==> src/rtl/chip8_pkg.sv <==
`default_nettype none
// ============================================================================
// Module      : chip8_pkg
// Description : Shared operation codes, transfer-engine state encoding and
//               RPL storage sizing for the Chip-8 memory transfer engine.
// Revision    : 1.0 - initial release
// ============================================================================
package chip8_pkg;

  localparam logic [2:0] XFER_OP_STORE    = 3'd0;
  localparam logic [2:0] XFER_OP_LOAD     = 3'd1;
  localparam logic [2:0] XFER_OP_BCD      = 3'd2;
  localparam logic [2:0] XFER_OP_RPL_SAVE = 3'd3;
  localparam logic [2:0] XFER_OP_RPL_LOAD = 3'd4;

  typedef logic [3:0] xfer_state_t;

  localparam xfer_state_t XFER_ST_IDLE     = 4'd0;
  localparam xfer_state_t XFER_ST_WR       = 4'd1;
  localparam xfer_state_t XFER_ST_RD_ISSUE = 4'd2;
  localparam xfer_state_t XFER_ST_RD_WAIT  = 4'd3;
  localparam xfer_state_t XFER_ST_RD_CAPT  = 4'd4;
  localparam xfer_state_t XFER_ST_BCD0     = 4'd5;
  localparam xfer_state_t XFER_ST_BCD1     = 4'd6;
  localparam xfer_state_t XFER_ST_BCD2     = 4'd7;
  localparam xfer_state_t XFER_ST_RPL      = 4'd8;
  localparam xfer_state_t XFER_ST_FIN      = 4'd9;

  localparam int RPL_DEPTH = 8;
  localparam int RPL_IDX_W = 3;

endpackage
`default_nettype wire

==> src/rtl/chip8_mem_xfer_if.sv <==
`default_nettype none
// ============================================================================
// Module      : chip8_mem_xfer_if
// Description : CPU-side command, register-file and RAM bus of the Chip-8
//               transfer engine. slave = engine view, master = CPU/env view.
// Revision    : 1.0 - initial release
// ============================================================================
interface chip8_mem_xfer_if #(
  parameter int DATA_W = 8,
  parameter int NREGS  = 16,
  parameter int ADDR_W = 12
);
  localparam int IDX_W = (NREGS > 1) ? $clog2(NREGS) : 1;

  logic              start;
  logic [2:0]        op;
  logic [IDX_W-1:0]  first_reg;
  logic [IDX_W-1:0]  last_reg;
  logic [ADDR_W-1:0] base_addr;
  logic              inc_i;
  logic              busy;
  logic              done;
  logic              err;
  logic              i_update;
  logic [ADDR_W-1:0] i_new;
  logic [IDX_W-1:0]  reg_idx;
  logic [DATA_W-1:0] reg_rdata;
  logic              reg_we;
  logic [DATA_W-1:0] reg_wdata;
  logic              ram_en;
  logic              ram_wr;
  logic [ADDR_W-1:0] ram_addr;
  logic [DATA_W-1:0] ram_wdata;
  logic [DATA_W-1:0] ram_rdata;

  modport slave (
    input  start, op, first_reg, last_reg, base_addr, inc_i, reg_rdata, ram_rdata,
    output busy, done, err, i_update, i_new, reg_idx, reg_we, reg_wdata,
           ram_en, ram_wr, ram_addr, ram_wdata
  );

  modport master (
    output start, op, first_reg, last_reg, base_addr, inc_i, reg_rdata, ram_rdata,
    input  busy, done, err, i_update, i_new, reg_idx, reg_we, reg_wdata,
           ram_en, ram_wr, ram_addr, ram_wdata
  );

endinterface
`default_nettype wire

==> src/rtl/chip8_xfer_bcd.sv <==
`default_nettype none
// ============================================================================
// Module      : chip8_xfer_bcd
// Description : Combinational split of a register value into hundreds, tens
//               and ones digits.
// Revision    : 1.0 - initial release
// ============================================================================
module chip8_xfer_bcd #(
  parameter int DATA_W = 8
) (
  input  logic [DATA_W-1:0] i_value,
  output logic [DATA_W-1:0] o_hundreds,
  output logic [DATA_W-1:0] o_tens,
  output logic [DATA_W-1:0] o_ones
);
  // Widen narrow data so the constant divisors are representable.
  localparam int VW = (DATA_W < 8) ? 8 : DATA_W;

  logic [VW-1:0] w_value;
  logic [VW-1:0] w_tens_all;

  assign w_value    = VW'(i_value);
  assign w_tens_all = w_value / VW'(10);
  assign o_hundreds = DATA_W'(w_value / VW'(100));
  assign o_tens     = DATA_W'(w_tens_all % VW'(10));
  assign o_ones     = DATA_W'(w_value % VW'(10));

endmodule
`default_nettype wire

==> src/rtl/chip8_mem_xfer.sv <==
`default_nettype none
// ============================================================================
// Module      : chip8_mem_xfer
// Description : Register/RAM block-transfer engine (Fx55/Fx65/Fx33, 5XY2/5XY3)
//               with configurable RAM latency. Define CHIP8_XFER_RPL_EN to
//               build the RPL flag storage and enable ops RPL_SAVE/RPL_LOAD.
// Revision    : 1.0 - initial release
// ============================================================================
module chip8_mem_xfer
  import chip8_pkg::*;
#(
  parameter int DATA_W  = 8,
  parameter int NREGS   = 16,
  parameter int ADDR_W  = 12,
  parameter int RAM_LAT = 1
) (
  input  logic            clk,
  input  logic            res_n,
  chip8_mem_xfer_if.slave bus
);
  localparam int IDX_W = (NREGS > 1) ? $clog2(NREGS) : 1;
  localparam int CNT_W = IDX_W + 1;

  xfer_state_t       r_state;
  xfer_state_t       w_next;

  logic [2:0]        r_op;
  logic [IDX_W-1:0]  r_idx;
  logic              r_dir;
  logic [CNT_W-1:0]  r_count;
  logic [CNT_W-1:0]  r_k;
  logic [ADDR_W-1:0] r_base;
  logic              r_inc;
  logic              r_err;
  logic [1:0]        r_lat;

  logic              w_accept;
  logic              w_last;
  logic              w_wait_done;
  logic              w_rpl_op;
  logic              w_start_err;
  logic              w_up;
  logic [IDX_W-1:0]  w_span;
  logic [CNT_W-1:0]  w_count;
  logic [ADDR_W-1:0] w_addr;
  logic [DATA_W-1:0] w_hund;
  logic [DATA_W-1:0] w_tens;
  logic [DATA_W-1:0] w_ones;
  logic [DATA_W-1:0] w_rpl_rdata;

  assign w_accept    = (r_state == XFER_ST_IDLE) && bus.start;
  assign w_last      = (r_k == (r_count - CNT_W'(1)));
  assign w_wait_done = (r_lat == 2'(RAM_LAT - 2));
  assign w_rpl_op    = (bus.op == XFER_OP_RPL_SAVE) || (bus.op == XFER_OP_RPL_LOAD);
  assign w_up        = (bus.last_reg >= bus.first_reg);
  assign w_span      = w_up ? (bus.last_reg - bus.first_reg) : (bus.first_reg - bus.last_reg);
  assign w_count     = CNT_W'(w_span) + CNT_W'(1);
  assign w_addr      = r_base + ADDR_W'(r_k);

`ifdef CHIP8_XFER_RPL_EN
  assign w_start_err = (bus.op > XFER_OP_RPL_LOAD) ||
                       (w_rpl_op && (int'(bus.last_reg) >= RPL_DEPTH));

  logic [DATA_W-1:0] r_rpl [RPL_DEPTH];

  always_ff @(posedge clk or negedge res_n) begin
    if (!res_n) begin
      for (int i = 0; i < RPL_DEPTH; i++) begin
        r_rpl[i] <= '0;
      end
    end else if ((r_state == XFER_ST_RPL) && (r_op == XFER_OP_RPL_SAVE)) begin
      r_rpl[r_idx[RPL_IDX_W-1:0]] <= bus.reg_rdata;
    end
  end

  assign w_rpl_rdata = r_rpl[r_idx[RPL_IDX_W-1:0]];
`else
  assign w_start_err = (bus.op > XFER_OP_BCD);
  assign w_rpl_rdata = '0;
`endif

  chip8_xfer_bcd #(
    .DATA_W     (DATA_W)
  ) u_bcd (
    .i_value    (bus.reg_rdata),
    .o_hundreds (w_hund),
    .o_tens     (w_tens),
    .o_ones     (w_ones)
  );

  always_ff @(posedge clk or negedge res_n) begin
    if (!res_n) begin
      r_state <= XFER_ST_IDLE;
    end else begin
      r_state <= w_next;
    end
  end

  always_comb begin
    w_next = r_state;
    case (r_state)
      XFER_ST_IDLE: begin
        if (bus.start) begin
          if (w_start_err) begin
            w_next = XFER_ST_FIN;
          end else begin
            case (bus.op)
              XFER_OP_STORE: w_next = XFER_ST_WR;
              XFER_OP_LOAD:  w_next = XFER_ST_RD_ISSUE;
              XFER_OP_BCD:   w_next = XFER_ST_BCD0;
              default:       w_next = XFER_ST_RPL;
            endcase
          end
        end
      end
      XFER_ST_WR:       w_next = w_last ? XFER_ST_FIN : XFER_ST_WR;
      XFER_ST_RD_ISSUE: w_next = (RAM_LAT > 1) ? XFER_ST_RD_WAIT : XFER_ST_RD_CAPT;
      XFER_ST_RD_WAIT:  w_next = w_wait_done ? XFER_ST_RD_CAPT : XFER_ST_RD_WAIT;
      XFER_ST_RD_CAPT:  w_next = w_last ? XFER_ST_FIN : XFER_ST_RD_ISSUE;
      XFER_ST_BCD0:     w_next = XFER_ST_BCD1;
      XFER_ST_BCD1:     w_next = XFER_ST_BCD2;
      XFER_ST_BCD2:     w_next = XFER_ST_FIN;
      XFER_ST_RPL:      w_next = w_last ? XFER_ST_FIN : XFER_ST_RPL;
      XFER_ST_FIN:      w_next = XFER_ST_IDLE;
      default:          w_next = XFER_ST_IDLE;
    endcase
  end

  // Operands are captured once at accept; the CPU may change them while busy.
  always_ff @(posedge clk or negedge res_n) begin
    if (!res_n) begin
      r_op    <= '0;
      r_idx   <= '0;
      r_dir   <= 1'b0;
      r_count <= '0;
      r_k     <= '0;
      r_base  <= '0;
      r_inc   <= 1'b0;
      r_err   <= 1'b0;
      r_lat   <= '0;
    end else if (w_accept) begin
      r_op   <= bus.op;
      r_base <= bus.base_addr;
      r_inc  <= bus.inc_i;
      r_err  <= w_start_err;
      r_k    <= '0;
      r_lat  <= '0;
      if (w_rpl_op) begin
        r_idx   <= '0;
        r_dir   <= 1'b1;
        r_count <= CNT_W'(bus.last_reg) + CNT_W'(1);
      end else begin
        r_idx   <= bus.first_reg;
        r_dir   <= w_up;
        r_count <= w_count;
      end
    end else begin
      case (r_state)
        XFER_ST_WR, XFER_ST_RD_CAPT, XFER_ST_RPL: begin
          if (!w_last) begin
            r_k   <= r_k + CNT_W'(1);
            r_idx <= r_dir ? (r_idx + IDX_W'(1)) : (r_idx - IDX_W'(1));
          end
        end
        XFER_ST_RD_ISSUE: r_lat <= '0;
        XFER_ST_RD_WAIT:  r_lat <= r_lat + 2'd1;
        default: ;
      endcase
    end
  end

  always_comb begin
    bus.busy      = (r_state != XFER_ST_IDLE);
    bus.done      = 1'b0;
    bus.err       = 1'b0;
    bus.i_update  = 1'b0;
    bus.i_new     = '0;
    bus.reg_idx   = '0;
    bus.reg_we    = 1'b0;
    bus.reg_wdata = '0;
    bus.ram_en    = 1'b0;
    bus.ram_wr    = 1'b0;
    bus.ram_addr  = '0;
    bus.ram_wdata = '0;
    case (r_state)
      XFER_ST_WR: begin
        bus.reg_idx   = r_idx;
        bus.ram_en    = 1'b1;
        bus.ram_wr    = 1'b1;
        bus.ram_addr  = w_addr;
        bus.ram_wdata = bus.reg_rdata;
      end
      XFER_ST_RD_ISSUE: begin
        bus.ram_en   = 1'b1;
        bus.ram_addr = w_addr;
      end
      XFER_ST_RD_CAPT: begin
        bus.reg_idx   = r_idx;
        bus.reg_we    = 1'b1;
        bus.reg_wdata = bus.ram_rdata;
      end
      XFER_ST_BCD0: begin
        bus.reg_idx   = r_idx;
        bus.ram_en    = 1'b1;
        bus.ram_wr    = 1'b1;
        bus.ram_addr  = r_base;
        bus.ram_wdata = w_hund;
      end
      XFER_ST_BCD1: begin
        bus.reg_idx   = r_idx;
        bus.ram_en    = 1'b1;
        bus.ram_wr    = 1'b1;
        bus.ram_addr  = r_base + ADDR_W'(1);
        bus.ram_wdata = w_tens;
      end
      XFER_ST_BCD2: begin
        bus.reg_idx   = r_idx;
        bus.ram_en    = 1'b1;
        bus.ram_wr    = 1'b1;
        bus.ram_addr  = r_base + ADDR_W'(2);
        bus.ram_wdata = w_ones;
      end
      XFER_ST_RPL: begin
        bus.reg_idx = r_idx;
        if (r_op == XFER_OP_RPL_LOAD) begin
          bus.reg_we    = 1'b1;
          bus.reg_wdata = w_rpl_rdata;
        end
      end
      XFER_ST_FIN: begin
        bus.done = 1'b1;
        bus.err  = r_err;
        if (!r_err && r_inc && ((r_op == XFER_OP_STORE) || (r_op == XFER_OP_LOAD))) begin
          bus.i_update = 1'b1;
          bus.i_new    = r_base + ADDR_W'(r_count);
        end
      end
      default: ;
    endcase
  end

endmodule
`default_nettype wire

==> src/flat_wrapper.sv <==
// flat-port wrapper written by rule: the top's interface ports become plain ports
module chip8_mem_xfer_flat import chip8_pkg::*;
#(
  parameter int DATA_W  = 8,
  parameter int NREGS   = 16,
  parameter int ADDR_W  = 12,
  parameter int RAM_LAT = 1
)
  (clk, res_n, bus_start, bus_op, bus_first_reg, bus_last_reg, bus_base_addr, bus_inc_i, bus_reg_rdata, bus_ram_rdata, bus_busy, bus_done, bus_err, bus_i_update, bus_i_new, bus_reg_idx, bus_reg_we, bus_reg_wdata, bus_ram_en, bus_ram_wr, bus_ram_addr, bus_ram_wdata);
  chip8_mem_xfer_if #(.DATA_W(DATA_W), .NREGS(NREGS), .ADDR_W(ADDR_W)) bus_i ();
  input  logic clk;
  input  logic res_n;
  input wire logic [$bits(bus_i.start)-1:0] bus_start;
  input wire logic [$bits(bus_i.op)-1:0] bus_op;
  input wire logic [$bits(bus_i.first_reg)-1:0] bus_first_reg;
  input wire logic [$bits(bus_i.last_reg)-1:0] bus_last_reg;
  input wire logic [$bits(bus_i.base_addr)-1:0] bus_base_addr;
  input wire logic [$bits(bus_i.inc_i)-1:0] bus_inc_i;
  input wire logic [$bits(bus_i.reg_rdata)-1:0] bus_reg_rdata;
  input wire logic [$bits(bus_i.ram_rdata)-1:0] bus_ram_rdata;
  output wire logic [$bits(bus_i.busy)-1:0] bus_busy;
  output wire logic [$bits(bus_i.done)-1:0] bus_done;
  output wire logic [$bits(bus_i.err)-1:0] bus_err;
  output wire logic [$bits(bus_i.i_update)-1:0] bus_i_update;
  output wire logic [$bits(bus_i.i_new)-1:0] bus_i_new;
  output wire logic [$bits(bus_i.reg_idx)-1:0] bus_reg_idx;
  output wire logic [$bits(bus_i.reg_we)-1:0] bus_reg_we;
  output wire logic [$bits(bus_i.reg_wdata)-1:0] bus_reg_wdata;
  output wire logic [$bits(bus_i.ram_en)-1:0] bus_ram_en;
  output wire logic [$bits(bus_i.ram_wr)-1:0] bus_ram_wr;
  output wire logic [$bits(bus_i.ram_addr)-1:0] bus_ram_addr;
  output wire logic [$bits(bus_i.ram_wdata)-1:0] bus_ram_wdata;
  assign bus_i.start = bus_start;
  assign bus_i.op = bus_op;
  assign bus_i.first_reg = bus_first_reg;
  assign bus_i.last_reg = bus_last_reg;
  assign bus_i.base_addr = bus_base_addr;
  assign bus_i.inc_i = bus_inc_i;
  assign bus_i.reg_rdata = bus_reg_rdata;
  assign bus_i.ram_rdata = bus_ram_rdata;
  assign bus_busy = bus_i.busy;
  assign bus_done = bus_i.done;
  assign bus_err = bus_i.err;
  assign bus_i_update = bus_i.i_update;
  assign bus_i_new = bus_i.i_new;
  assign bus_reg_idx = bus_i.reg_idx;
  assign bus_reg_we = bus_i.reg_we;
  assign bus_reg_wdata = bus_i.reg_wdata;
  assign bus_ram_en = bus_i.ram_en;
  assign bus_ram_wr = bus_i.ram_wr;
  assign bus_ram_addr = bus_i.ram_addr;
  assign bus_ram_wdata = bus_i.ram_wdata;
  chip8_mem_xfer #(.DATA_W(DATA_W), .NREGS(NREGS), .ADDR_W(ADDR_W), .RAM_LAT(RAM_LAT)) u_core (.clk(clk), .res_n(res_n), .bus(bus_i));
endmodule
==> config.mk <==
export PLATFORM = sky130hd
export DESIGN_NAME = chip8_mem_xfer_flat
export DESIGN_NICKNAME = d
export VERILOG_FILES = /design/src/rtl/chip8_pkg.sv /design/src/rtl/chip8_mem_xfer_if.sv /design/src/rtl/chip8_xfer_bcd.sv /design/src/rtl/chip8_mem_xfer.sv /design/src/flat_wrapper.sv
export SDC_FILE = /design/constraint.sdc
export NUM_CORES = 1
export LEC_CHECK = 0
export CORE_MARGIN = 10
export CORE_UTILIZATION = 40
export DETAILED_ROUTE_END_ITERATION = 6
export DONT_BUFFER_PORTS = 1
export GPL_ROUTABILITY_DRIVEN = 1
export PLACE_DENSITY = 0.65
export SLEW_MARGIN = 20
export SYNTH_ARGS = -nofsm -noshare
export SYNTH_HDL_FRONTEND = slang
export SYNTH_SLANG_ARGS = --single-unit
export TNS_END_PERCENT = 50
==> constraint.sdc <==
create_clock -name clk -period 6.7 [get_ports clk]
set_input_delay 0.67 -clock clk [delete_from_list [all_inputs] [get_ports clk]]
set_output_delay 0.67 -clock clk [all_outputs]
set_load 0.05 [all_outputs]
Word level (Yosys, flattened, before mapping)
Cells that the tools add are included.
Word-level totals
  register bits after elaboration: 38
  bits of input ports: 43
  output and inout bits: 51
  logic and storage cells: 101
Cells by class
  add/subtract/negate cells: 13
  divide/modulo/power cells: 4
  magnitude comparators: 2
  equal/unequal tests: 19
  multiplexer cells: 35
  reductions and logical operators: 18
Operators with widths (count)
  one-hot mux 12 bit (4 select lines): 1
  two-way mux 4 bit: 11
  one-hot mux 4 bit (9 select lines): 1
  one-hot mux 8 bit (4 select lines): 1
  adder 12 x 5 -> 12 bit: 2
  two-way mux 12 bit: 2
  two-way mux 5 bit: 4
  equality test 4 x 3 -> 1 bit, second input constant: 4
  remainder unit 8 x 4 -> 8 bit, second input constant: 2
  adder 12 x 1 -> 12 bit, second input constant: 1
  adder 12 x 2 -> 12 bit, second input constant: 1
  one-hot mux 4 bit (3 select lines): 1
  adder 4 x 1 -> 5 bit, second input constant: 2
  two-way mux 1 bit: 9
  divider 8 x 4 -> 8 bit, second input constant: 1
  divider 8 x 7 -> 8 bit, second input constant: 1
  equality test 4 x 2 -> 1 bit, second input constant: 2
  equality test 4 bit, second input constant: 2
  two-way mux 8 bit: 1
  subtractor 4 bit: 2
  equality test 3 x 1 -> 1 bit, second input constant: 2
  equality test 3 x 2 -> 1 bit, second input constant: 2
  equality test 3 bit, second input constant: 2
  logical NOT 3 bit: 2
  other kinds (29): 32

Logic depth before layout (Yosys ltp)
Gate-level depths: netlist of run 1.
  word-level depth: 5
  gate-level depth with buffers: 20
  depth with buffers taken out: 18

Modules after synthesis
From an unflattened synthesis of run 1, not the netlist that was laid out.
Unflattened totals
  cell total of the unflattened synthesis: 649
  area, all modules: 4839.6 um2
Modules (own cells, without submodules)
  chip8_mem_xfer: instances 1, cells an instance 490, area an instance 3744.8 um2, seq. area each 950.9 um2
  chip8_xfer_bcd: instances 1, cells an instance 159, area an instance 1094.8 um2, seq. area each 0.0 um2

Worst setup path after synthesis of run 1
Ideal clock, no wire load.
  path kind: reg2out
  start: register u_core.r_state[3]
  end: output port bus_ram_wdata[5]
  arrival time: 4.885 ns
  data required time: 6.030 ns
  slack: 1.145 ns
  cell stages (with the launch flop): 21
  buffers on the path: 3
  cell sequence: dfrtp_1 > buf_2 > nand4b_4 > buf_2 > buf_1 > nor2_1 > ha_1 > nand3b_1 > a21oi_1 > a21oi_1 > a31oi_4 > a211o_1 > nand2_1 > ha_1 > maj3_1 > a21boi_0 > o21a_1 > a21o_1 > nor3b_1 > a21oi_1 > o21ai_0
On the way
  longest elaborated chain between the ends: 2
  elaborated cells between the ends (all ways): 5
  classes of those cells: eq/ne (4); mux (1)
RTL lines
  from (decl): RTL line chip8_mem_xfer.sv:24  | xfer_state_t r_state;
  from (signal assigned): RTL line chip8_mem_xfer.sv:95  | r_state <= w_next;
  equality test 4 x 3 -> 1 bit / equality test 4 x 1 -> 1 bit (equally long branches): RTL line chip8_mem_xfer.sv:185  | case (r_state)
  one-hot mux 8 bit (4 select lines) *: RTL line chip8_mem_xfer.sv:185
  to (decl): RTL line flat_wrapper.sv:32  | output wire logic [$bits(bus_i.ram_wdata)-1:0] bus_ram_wdata;
Every way passes the cells marked *; elsewhere a longest branch is shown, timed or not.

Worst setup path in the final report of run 1
  start: register u_core.r_state[1]
  end: output port bus_ram_wdata[4]
Same word-level chain as after synthesis.

==> results of run 1 <==
-- flip-flops by register name, indices dropped and copies added, names as in the netlist --
register	count
u_core.r_base	12
u_core.r_count	5
u_core.r_dir	1
u_core.r_err	1
u_core.r_idx	4
u_core.r_inc	1
u_core.r_k	5
u_core.r_lat	2
u_core.r_op	3
u_core.r_state	4
-- routing by layer --
metal	wire length [um]	GRT usage (%)	part of all wire [%]
met1	5380	18.00	40
met2	7109	29.43	52
met3	936	4.591	6.9
met4	181	3.974	1.3
met5	0	0	0
-- worst paths after layout --
check	to	slack [ns]	cells past startpoint	from
max in group asynchronous	u_core.r_base[2]	6.54	0	res_n
min in group clk	u_core.r_inc	0.47	2	u_core.r_inc
hold / removal	u_core.r_base[9]	0.06	0	res_n
setup reg to reg	u_core.r_k[4]	3.69	12	u_core.r_count[1]
hold reg to reg	u_core.r_inc	0.47	2	u_core.r_inc
setup / recovery	bus_ram_wdata[4]	0.71	18	u_core.r_state[1]
-- cells by family after synthesis --
logic type | count (synthesis) | share of synthesized area [%]
simple gates | 275 | 28.67
compound gates | 177 | 25.76
mux | 7 | 1.496
fa+ha+maj | 36 | 10.23
xor+xnor | 39 | 7.294
buf+inv | 62 | 6.251
flops | 38 | 20.30
-- power breakdown --
group / internal, W / switching, W / total (W)
Clock: 0.000174 / 0.000101 / 0.000276
Combinational: 0.000414 / 0.000819 / 0.00123
Sequential: 0.000332 / 0.000180 / 0.000511
Total: 0.000921 / 0.00110 / 0.00202
-- cells in the mapped netlist, types with 11 or more instances --
library cell,n,share of area [%]
xnor2_1,19,3.6
ha_1,27,7.2
nor3_1,12,1.3
a31oi_1,11,1.5
and2_1,16,2.1
dfrtp_1,38,20
nor2_1,56,4.5
a21oi_1,37,4.0
nor2b_1,20,2.7
clkbuf_1,16,1.3
nand2_1,110,8.8
a21o_1,16,2.6
inv_1,26,2.1
xor2_1,20,3.7
nand3_1,15,1.6
o21ai_0,45,4.8
-- per-stage QoR --
step	hold slack, ns	std cells	utilization [%]	cell area (um2)
floorplan	0.3744	634	-	4683
global placement	0.3765	749	41.54	4743
detailed placement	0.3765	749	41.54	4743
CTS	0.05856	757	42.99	4908
global route	0.05515	757	43.04	4915
finish	0.06405	757	43.04	4915
-- cell usage in the layout, fill, tap and decap left out, types with 5 or more instances in the layout --
cell type  netlist  layout
ha_1            27      27
a21o_1          16      16
a211o_1          5       5
mux2i_1          7       7
xor2_1          20      20
a211oi_1         6       6
fa_1             5       5
nor3_1          12      10
o21ai_0         45      39
nand3_1         15      15
dfrtp_1         38      38
o22ai_1          6       6
nand2_1        110     110
o21ai_1          4      10
clkbuf_16        0       5
or2_2            5       5
and3_1           5       5
nor2_1          56      55
a31oi_1         11      11
inv_1           26      26
a21oi_1         37      36
nor2b_1         20      20
xnor2_1         19      19
and2_1          16      16
buf_4            5       7
nand4_1          8       8
-- final cells by class --
| cell class | instances | share of cell area, % |
|---|---|---|
| Inverter | 27 | 2.062 |
| Timing Repair Buffer | 7 | 1.069 |
| Sequential cell | 38 | 19.35 |
| Multi-Input combinational cell | 534 | 70.52 |
| Tap cell | 143 | 3.641 |
| Clock inverter | 3 | 0.8147 |
| Clock buffer | 5 | 2.546 |
-- worst max-delay path: stages, from the launching register on --
cell,delay (ns)
dfrtp_1,0.71
inv_1,0.30
nor3_4,0.49
nand2_1,0.12
ha_1,0.39
nand3b_1,0.19
a21oi_1,0.21
a21oi_1,0.13
a31oi_4,0.27
a211o_1,0.16
nand2_1,0.11
ha_1,0.22
maj3_1,0.34
a21boi_0,0.25
o21a_1,0.16
a21o_1,0.23
nor2_1,0.06
o21ai_0,0.18
a22o_1,0.49
==> impl_metrics.toml, run 1 <==
[status]
status = "finished, final reports clean"

[grt]
grt_pass1_vias = 4418
grt_use_total_pct = 16.18
grt_max_degree = 39
grt_remaining_overflow = 0
grt_first_pass_wirelength_um = 22370
antenna_found_initial = 0

[cts]
h-tree-depth = 2
root_buffer = "clkbuf_16"
cts_buffer_depth = 2
numCtsBuffers = 5
worst_skew_pair.late_latency_ns = 0.29
clk_pin_slew_ns = 0.07
hold_buffers = 0
cts_setup_buffers = 0
numClockSinks = 38
cts_tree = "built"
cts_resized = 0

[final_layout]
drive_above_1_share_pct = 7.329
fillCellCount = 1183
syn_to_final_growth_pct = 4.942
diodes = 0
layout.nets = 688
multiInputGateArea_mm2 = 0.003466
seqCellArea_um2 = 950.9

[placement]
port-buffer-count = 0
place_hpwl_um = 10490
gp_congestion = 0.8751
dp_slack_ns = 1.075

[synth]
yosys_warnings = 0
syn-instance-count = 634
ys_seq_elements = 38
syn_nets = 709
yosysUniqueCellTypes = 75
syn-cell-area_mm2 = 0.004683
ys_seq_area_share_pct = 20.30
synth_edf_count = 0
syn_avg_cell_area_um2 = 7.387
postSynth.asyncResetShare_pct = 100.0
synth_ff_type = "dfrtp_1"

[timing]
max_freq_mhz = 167.1
drv_slew = 0
rsz0062_at_grt = "false"
tightestPinTransition_ns = 1.194
period_minus_slack_ns = 5.985
totalNegativeSetupSlack_ns = 0
min_period_over_period_pct = 89.33
hold_viol = 0
setup_viol = 0
setup_ws_ns = 0.7148
finalClockSkew_ns = 0.01161
timing.slew.headroom_pct = 21.85

[critical_path]
crit_required_ns = 6.03
cp-end-kind = "output port"
critPathLaunchType = "flip-flop"
critPathMaxFanout = 17
crit_type = "reg -> out"
cp.arrival_ns = 5.32

[floorplanning]
start_util_pct = 41.01
die_w_um = 128.2
die_y_um = 128.2
rows = 39
core_area_mm2 = 0.01142
die_area_mm2 = 0.01644
io_pins = 94

[route]
viasPerCell = 5.910
wl_per_cell_um = 17.97
drc_errors = 0
drt-initial-drc-count = 245
vias = 4474
drt_wl_total_um = 13610
postRouteAntennaNets = 0
drt_first_pass_iters = 5

[power_and_ir_drop]
cellLeakagePower_nw = 2.199
p_total_w = 0.002021
powerDensity_mw_per_mm2 = 411.2
ir_drop_uv = 188.7

[run]
drv_cap = 0

[hold_path]
hp-class = "in -> async"
Note: power is estimated with default switching activity, not from simulation.
==> run 2: changes to the inputs <==
- PLACE_DENSITY: 0.65 -> not set
- PLACE_DENSITY_LB_ADDON: not set -> 0.15
- TNS_END_PERCENT: 50 -> not set
==> impl_metrics.toml, run 2 (synthesis gave the netlist of run 1 again) <==
[status]
status = "finished, final reports clean"

[grt]
grt_pass1_vias = 4310
grt_first_pass_wirelength_um = 22260
grt_use_total_pct = 16.20
grt_max_degree = 39
antenna_found_initial = 0
grt_remaining_overflow = 0

[floorplanning]
core_area_mm2 = 0.01142
io_pins = 94
die_w_um = 128.2
rows = 39
die_y_um = 128.2
die_area_mm2 = 0.01644
start_util_pct = 41.01

[cts]
cts_tree = "built"
cts_setup_buffers = 0
numClockSinks = 38
clk_pin_slew_ns = 0.07
h-tree-depth = 2
cts_resized = 0
hold_buffers = 0
cts_buffer_depth = 2
numCtsBuffers = 5
worst_skew_pair.late_latency_ns = 0.29
root_buffer = "clkbuf_16"

[critical_path]
critPathMaxStageDelay_ns = 0.70
critical_path.slowest_cell = "dfrtp_1"
cp-startpoint = "u_core.r_state[1]"
cp.arrival_ns = 5.31
cp-end-kind = "output port"
cp_top_family = "compound AO/OA/AOI/OAI gates"
cp_num_buf_inv = 1
critPathLaunchType = "flip-flop"
crit_required_ns = 6.03
crit_type = "reg -> out"
critPathMaxFanout = 17
r2r_start = "u_core.r_count[0]"
crit_chain = "inv_1 > nor3_4 > nand2_1 > ha_1 > nand3b_1 > a21oi_1 > a21oi_1 > a31oi_4 > a211o_1 > nand2_1 > ha_1 > maj3_1 > a21boi_0 > o21a_1 > a21o_1 > nor2_1 > o21ai_0 > a22o_1"

[route]
drt_wl_total_um = 13630
drc_errors = 0
drt-initial-drc-count = 313
drt_first_pass_iters = 4
viasPerCell = 5.828
vias = 4412
wl_per_cell_um = 18.00
postRouteAntennaNets = 0

[placement]
port-buffer-count = 0
gp_congestion = 0.8928
place_hpwl_um = 10450
dpl_cell_area_mm2 = 0.004751

[final_layout]
reg.largest.list = "u_core.r_base: 12 flops, u_core.r_count: 5 flops, u_core.r_k: 5 flops"
drive_above_1_share_pct = 7.492
fin_area_mm2 = 0.004935
largest_reg_flops = 12
top_register = "u_core.r_base"
mostFrequentLayoutCell = "nand2_1"
postLayoutCoreUtil_pct = 43.22
layout.nets = 689
final_cell_mix = "nand2_1 (110), nor2_1 (55), o21ai_0 (39), dfrtp_1 (38), a21oi_1 (37)"
fillCellCount = 1187
syn_to_final_growth_pct = 5.370
diodes = 0

[timing]
setup_viol = 0
tightestPinTransition_ns = 1.160
timing.slew.headroom_pct = 22.94
hold_ws_ns = 0.06800
totalNegativeSetupSlack_ns = 0
max_freq_mhz = 167.2
finalClockSkew_ns = 0.009717
drv_slew = 0
rsz0062_at_grt = "false"
period_minus_slack_ns = 5.980
hold_viol = 0
min_period_over_period_pct = 89.26

[power_and_ir_drop]
powerDensity_mw_per_mm2 = 413.0
ir_drop_uv = 280.8
p_total_w = 0.002038
cellLeakagePower_nw = 2.205

[run]
drv_cap = 0

[hold_path]
hp-class = "in -> async"
-- run 2: worst reg2reg max path, cell delays in order (launching register included) --
cell     delay (ns)
dfrtp_1        0.43
inv_1          0.07
ha_1           0.22
xor2_1         0.18
o31a_1         0.29
nor4_1         0.61
inv_1          0.14
nand2_1        0.12
a211o_1        0.32
inv_1          0.18
nand4_1        0.14
xor2_1         0.15
nor2_1         0.06
-- run 2: path summary, 6_finish.rpt --
path | to | slack, ns | cells past startpoint
max in group asynchronous | u_core.r_idx[2] | 6.54 | 0
worst min register to register | u_core.r_inc | 0.47 | 2
worst max register to register | u_core.r_k[4] | 3.67 | 12
worst min-delay path | u_core.r_k[1] | 0.07 | 0
worst max-delay path | bus_ram_wdata[4] | 0.72 | 18
min in group clk | u_core.r_inc | 0.47 | 2
-- run 2: final cells by class --
| class | count | area (um2) | area share, % |
|---|---|---|---|
| clock buffer | 6 | 138.9 | 2.814 |
| clock inverter | 1 | 30.03 | 0.6085 |
| inverter | 27 | 101.3 | 2.054 |
| multi-input combinational | 534 | 3475 | 70.41 |
| sequential | 38 | 950.9 | 19.27 |
| tap | 143 | 178.9 | 3.626 |
| timing repair buffer | 8 | 60.06 | 1.217 |
-- run 2: per-layer routing --
metal / wire length, um / share of wire (%) / vias to the layer above / GRT usage (%)
met1: 5802 / 43 / 2102 / 19.37
li1: - / - / 2198 / -
met4: 191 / 1.4 / 0 / 4.040
met5: 0 / 0 / - / 0
met2: 6937 / 51 / 98 / 28.33
met3: 694 / 5.1 / 14 / 3.846
-- run 2: report_power, final --
part	total, W	switching (W)	internal, W
clock	0.000284	0.0000997	0.000184
sequential	0.000496	0.000164	0.000332
combinational	0.00126	0.000836	0.000422
-- run 2: stage by stage --
stage / std cells / worst slack, ns
floorplan: 634 / 1.145
CTS: 757 / 0.7817
finish: 757 / 0.7196
global route: 757 / 0.2928
detailed placement: 750 / 1.099
global placement: 750 / 1.273
==> run 3: changes to the inputs <==
- CAP_MARGIN: not set -> 10
- CTS_CLUSTER_DIAMETER: not set -> 200
==> results of run 3 <==
No change in the layout: final DEF, timing and power equal those of run 2.
